`src/rtl/sts_ctrl_pkg.sv`:
```
// Shared types and default constants for the status snapshot sequencer.
package sts_ctrl_pkg;

  // Sequencer states: wait for request, let the live bus settle, freeze it.
  typedef enum logic [1:0] {
    IDLE    = 2'd0,
    SETTLE  = 2'd1,
    CAPTURE = 2'd2
  } state_t;

  localparam int DEF_TOTAL_WIDTH   = 160;
  localparam int DEF_SETTLE_CYCLES = 4;
  localparam int DEF_PERIOD_WIDTH  = 32;
  localparam int DEF_SEQ_WIDTH     = 16;

  // Width of the settle down-counter; at least one bit even when unused.
  function automatic int settle_cnt_w(input int settle_cycles);
    return (settle_cycles > 1) ? $clog2(settle_cycles) : 1;
  endfunction

endpackage

```
`src/rtl/sts_period_timer.sv`:
```
// Auto-snapshot period timer: counts 0..auto_period-1 and ticks on the
// terminal count. A period of 0 parks the counter; any period change
// restarts counting from 0 without ticking.
module sts_period_timer
  import sts_ctrl_pkg::*;
#(
  parameter int PERIOD_WIDTH = DEF_PERIOD_WIDTH
) (
  input  logic                    aclk,
  input  logic                    areset,
  input  logic [PERIOD_WIDTH-1:0] auto_period,
  output logic                    tick
);

  logic [PERIOD_WIDTH-1:0] cnt;
  logic [PERIOD_WIDTH-1:0] period_q;
  logic                    chg;
  logic                    term;

  assign chg  = (auto_period != period_q);
  assign term = (period_q != '0) && (cnt == period_q - PERIOD_WIDTH'(1));
  // The cycle that observes a new period never ticks; counting restarts.
  assign tick = !chg && term;

  // Period register and free-running counter with restart on change.
  always_ff @(posedge aclk) begin
    if (areset) begin
      cnt      <= '0;
      period_q <= auto_period;
    end else if (chg) begin
      cnt      <= '0;
      period_q <= auto_period;
    end else if (term || (period_q == '0)) begin
      cnt      <= '0;
    end else begin
      cnt      <= cnt + PERIOD_WIDTH'(1);
    end
  end

endmodule

```
`src/rtl/sts_snapshot_ctrl.sv`:
```
// Status snapshot sequencer: freezes a coherent copy of the live status
// bus on a manual (toggle) or periodic request, after a settle delay,
// and optionally pulses the abs-max tracker clear with each capture.
module sts_snapshot_ctrl
  import sts_ctrl_pkg::*;
#(
  parameter int TOTAL_WIDTH   = DEF_TOTAL_WIDTH,
  parameter int SETTLE_CYCLES = DEF_SETTLE_CYCLES,
  parameter int PERIOD_WIDTH  = DEF_PERIOD_WIDTH,
  parameter int SEQ_WIDTH     = DEF_SEQ_WIDTH
) (
  input  logic                    aclk,
  input  logic                    areset,
  input  logic [TOTAL_WIDTH-1:0]  live_sts,
  input  logic                    snap_toggle,
  input  logic [PERIOD_WIDTH-1:0] auto_period,
  input  logic                    clear_max_en,
  output logic [TOTAL_WIDTH-1:0]  snap_sts,
  output logic [SEQ_WIDTH-1:0]    snap_seq,
  output logic                    snap_valid,
  output logic                    max_clear,
  output logic                    busy,
  output logic                    overrun
);

  localparam int CW = settle_cnt_w(SETTLE_CYCLES);
  localparam logic [CW-1:0] SETTLE_LOAD =
    CW'((SETTLE_CYCLES > 0) ? SETTLE_CYCLES - 1 : 0);

  state_t        state;
  logic [CW-1:0] settle_cnt;
  logic          pending;
  logic          toggle_q;
  logic          auto_tick;
  logic          req;

  sts_period_timer #(
    .PERIOD_WIDTH (PERIOD_WIDTH)
  ) u_timer (
    .aclk        (aclk),
    .areset      (areset),
    .auto_period (auto_period),
    .tick        (auto_tick)
  );

  // Toggle history tracks the input even in reset, so a level held across
  // reset release is not mistaken for a request.
  always_ff @(posedge aclk) begin
    toggle_q <= snap_toggle;
  end

  // Manual and auto requests collapse into a single request.
  assign req = (snap_toggle ^ toggle_q) | auto_tick;

  // Sequencer FSM with registered outputs and one-deep request queue.
  always_ff @(posedge aclk) begin
    if (areset) begin
      state      <= IDLE;
      settle_cnt <= '0;
      pending    <= 1'b0;
      overrun    <= 1'b0;
      busy       <= 1'b0;
      snap_valid <= 1'b0;
      max_clear  <= 1'b0;
      snap_sts   <= '0;
      snap_seq   <= '0;
    end else begin
      snap_valid <= 1'b0;
      max_clear  <= 1'b0;
      case (state)
        IDLE: begin
          if (req || pending) begin
            busy    <= 1'b1;
            // Taking a pending request while a fresh one arrives leaves the
            // fresh one queued.
            pending <= pending & req;
            if (SETTLE_CYCLES == 0) begin
              state <= CAPTURE;
            end else begin
              state      <= SETTLE;
              settle_cnt <= SETTLE_LOAD;
            end
          end
        end
        SETTLE: begin
          if (req) begin
            if (pending) overrun <= 1'b1;
            else         pending <= 1'b1;
          end
          if (settle_cnt == '0) state <= CAPTURE;
          else                  settle_cnt <= settle_cnt - CW'(1);
        end
        CAPTURE: begin
          if (req) begin
            if (pending) overrun <= 1'b1;
            else         pending <= 1'b1;
          end
          snap_sts   <= live_sts;
          snap_seq   <= snap_seq + SEQ_WIDTH'(1);
          snap_valid <= 1'b1;
          max_clear  <= clear_max_en;
          busy       <= 1'b0;
          state      <= IDLE;
        end
        default: begin
          state <= IDLE;
          busy  <= 1'b0;
        end
      endcase
    end
  end

endmodule

```
`config.mk`:
```
export PLATFORM = sky130hd
export DESIGN_NAME = sts_snapshot_ctrl
export DESIGN_NICKNAME = d
export VERILOG_FILES = /design/src/rtl/sts_ctrl_pkg.sv /design/src/rtl/sts_period_timer.sv /design/src/rtl/sts_snapshot_ctrl.sv
export SDC_FILE = /design/constraint.sdc
export NUM_CORES = 1
export LEC_CHECK = 0
export BUFFER_PORTS_ARGS = -buffer_cell sky130_fd_sc_hd__buf_2
export CAP_MARGIN = 5
export CORE_ASPECT_RATIO = 1.4
export CORE_MARGIN = 1.5
export CORE_UTILIZATION = 51
export CTS_BUF_LIST = sky130_fd_sc_hd__clkbuf_16
export CTS_CLUSTER_SIZE = 14
export DETAILED_ROUTE_END_ITERATION = 12
export GPL_ROUTABILITY_DRIVEN = 0
export PLACE_DENSITY = 0.79
export SYNTH_ARGS = -nofsm -noshare
export SYNTH_HDL_FRONTEND = slang
export SYNTH_SLANG_ARGS = --single-unit
export TNS_END_PERCENT = 100
```
`constraint.sdc`:
```
create_clock -name aclk -period 3.7 [get_ports aclk]
set_input_delay 0.185 -clock aclk [delete_from_list [all_inputs] [get_ports aclk]]
set_output_delay 0.185 -clock aclk [all_outputs]
set_load 0.005 [all_outputs]
```
==> impl_metrics.yaml <==
run_status:
  status: "complete, no violations"
timing:
  worst_pin_slew_ns: 0.752
  slew_headroom_pct: 49.9
  finalCritPeriodShare_pct: 95.1
  setup_viol: 0
  finalHoldViolations: 0
  slew_viol_final: 0
  holdWs_ns: 0.362
  rsz0062_at_grt: "no"
  skew_ns: 0.0173
  fmax_mhz: 284
  tns_ns: 0
  final.setup.worst_slack_ns: 0.183
  finalCriticalPeriod_ns: 3.52
synthesis:
  synth_area_mm2: 0.0110
  synth_top_family_by_area: "simple AND/OR/NAND/NOR gates"
  ys_warn_count: 0
  yosys_register_bits: 250
  syn_nets: 1281
  synth-simple-area-share_pct: 19.7
  postSynthAreaPerCell_um2: 10.2
  synth_compound_area_share_pct: 4.00
  synthAdderAreaFrac_pct: 0.796
  synth_xor_area_share_pct: 8.91
  synth-edff-count: 32
  muxShareOfSynthArea_pct: 15.2
  ys_types: 69
  ys_seq_area_share_pct: 48.4
  synthCells: 1078
  yosys_most_used_dff: "dfxtp_1"
  async_flop_share_pct: 0
grt:
  grt_use_total_pct: 32.9
  grtUsageMet1_pct: 34.3
  grt_pass1_vias: 11066
  grt_pass1_wl_um: 58200
  antenna_found_initial: 2
  grt.met3_usage_pct: 6.86
  grt_overflow: 0
  grt_max_degree: 175
  grt.met2_usage_pct: 59.8
  busiest_layer: "met2"
detailed_routing:
  first_iter_violations: 802
  via_count: 10628
  ant_nets: 0
  finalWirelength_um: 38500
  first_pass_iters: 5
  wire_per_inst_um: 20.3
  avgViaCountPerCell: 5.58
  drc: 0
worst_setup_path:
  crit_path_top_delay_cell: "edfxtp_1"
  path_cells: "nor4_4, nand3_2, nor3_1, mux2_2, a31oi_1, o221ai_2, nor3_1, or3_2, buf_12, nor2_1"
  cp.required_ns: 4.10
  crit_type: "reg -> reg"
  critPathLaunchType: "flop"
  path_buf_inv: 1
  worstSetupEndpointType: "flop"
  crit_top_cell: "nor3_1"
  max_stage_delay_ns: 0.53
  crit_fanout: 32
  path_delay_family: "simple AND/OR/NAND/NOR gates"
  arrival_ns: 3.91
placed_design:
  dp_slack_ns: 0.257
  hpwlAfterDp_um: 23200
  io_buffers: 375
  dpl.cell_count: 1658
die:
  start_util_pct: 51.9
  core_mm2: 0.0212
  rows: 63
  dieArea_mm2: 0.0225
  die_w_um: 127
  chipHeight_um: 177
  io_pins: 376
power:
  seqPwrFrac_pct: 42.3
  ir_drop_mv: 0.434
  clkPwrFrac_pct: 32.5
  power.switching_mw: 2.35
  power_mw: 7.79
  p_sw_share_pct: 30.2
  power.leakage_nw: 6.68
  combPwrFrac_pct: 25.2
  internal_power_mw: 5.44
  power.density_mw_per_mm2: 493
clock_tree:
  cts_sinks: 250
  cts_resized: 0
  cts_buffers: 25
  clock_tree.root_cell: "clkbuf_16"
  insertion_delay_ns: 0.53
  clock_path_buffers: 3
  clkTransAtPathRegs_ns: 0.07
  cts_tree: "yes"
  post-cts-setup-buffers: 0
  htreeDepth: 1
cells_and_area:
  drive_above_1_share_pct: 28.3
  nets: 1825
  nFillCells: 1309
  layoutNonFillerInstCount: 1903
  syn_to_final_growth_pct: 43.7
worst_hold_path:
  hold_path_class: "in -> reg"
job:
  maxCapViolations: 0
-- placed cells by master, fill, tap and decap left out, types with 4 or more instances in the layout --
cell type	count
nor3_1	15
inv_1	15
and3_1	16
nor4_1	17
dlygate4sd3_1	197
xnor2_1	37
nand3b_1	8
nand2_1	27
nand2b_1	6
clkinv_1	8
and4_1	6
nor4_2	4
xor2_1	75
nor2_4	28
dfxtp_1	218
o21ai_0	7
o31a_1	4
mux2i_1	166
nand3_1	26
a21oi_1	7
buf_2	374
clkinv_2	6
ha_1	6
nor2_1	209
buf_4	5
clkbuf_16	26
o211ai_1	8
edfxtp_1	32
nand4_1	18
-- power groups by stage --
stage,registers [mW],logic [mW],clock network [mW]
floorplan,3.30,1.06,0
global placement,3.30,1.65,0
detailed placement,3.31,1.68,0
CTS,3.26,1.85,2.53
global route,3.32,2.09,2.65
finish,3.30,1.96,2.53
-- timing repair --
item,in CTS,in global routing
setup endpoints to repair,0,0
hold endpoints to repair,198,0
hold buffers,197,0
-- through the flow --
| step | utilization (%) | area, µm² |
|---|---|---|
| 2_1_floorplan | - | 11000 |
| 3_3_place_gp | 61.5 | 13000 |
| 3_5_place_dp | 61.5 | 13000 |
| 4_1_cts | 74.5 | 15800 |
| 5_1_grt | 74.6 | 15800 |
| 6_report | 74.6 | 15800 |
-- cell type report --
class | instances | area, µm² | share of cell area (%)
multi-input cells | 752 | 5360 | 33.9
clock inverters | 20 | 148 | 0.934
diodes | 2 | 5.00 | 0.0317
well taps | 260 | 325 | 2.06
clock buffers | 26 | 651 | 4.11
flip-flops and latches | 250 | 5330 | 33.7
repair buffers | 579 | 3940 | 24.9
inverters | 14 | 52.6 | 0.332
-- synth_stat cells (8+ instances only) --
library cell,count,share of area (%)
xor2_1,75,6.0
mux2i_1,166,15
nor4_1,17,0.97
nor2_1,209,7.1
edfxtp_1,32,8.7
clkbuf_1,39,1.3
inv_1,14,0.48
xnor2_1,37,2.9
o211ai_1,8,0.55
and3_1,16,0.91
nand4_1,18,1.0
nor3_1,15,0.68
nand3b_1,8,0.55
dfxtp_1,218,40
nor2_4,28,2.9
nand3_1,26,1.2
nand2_1,27,0.92
buf_1,14,0.48
-- flip-flops by register name, summed over array words and instances, names as in the netlist --
register,flops
pending,1
snap_valid,1
toggle_q,1
max_clear,1
state,2
snap_seq,16
u_timer.period_q,32
snap_sts,160
u_timer.cnt,32
overrun,1
busy,1
settle_cnt,2
-- cell families (layout without fill, tap and decap cells) --
group | after synthesis | after routing
adder cells (fa/ha/maj) | 7 | 7
flip-flops | 250 | 250
multiplexers | 167 | 167
AND/OR/NAND/NOR | 407 | 407
buffers and inverters | 76 | 639
XOR/XNOR | 112 | 112
AO/OA/AOI/OAI | 59 | 59
other | 0 | 2
-- final timing paths --
kind	from	slack [ns]	depth (start not counted)	endpoint
max	u_timer.period_q[2]$_DFFE_PP_	0.18	10	u_timer.cnt[2]$_SDFF_PP0_
min	snap_toggle	0.36	2	toggle_q$_DFF_P_
max reg2reg	u_timer.period_q[2]$_DFFE_PP_	0.18	10	u_timer.cnt[2]$_SDFF_PP0_
min reg2reg	snap_sts[69]$_SDFFE_PP0P_	0.49	2	snap_sts[69]$_SDFFE_PP0P_
-- routing by layer --
layer	vias to the layer above	wire, µm
li1	4810	-
met1	5037	13400
met2	584	19700
met3	197	2690
met4	0	2700
met5	-	0
Note: power is estimated with default switching activity, not from simulation.
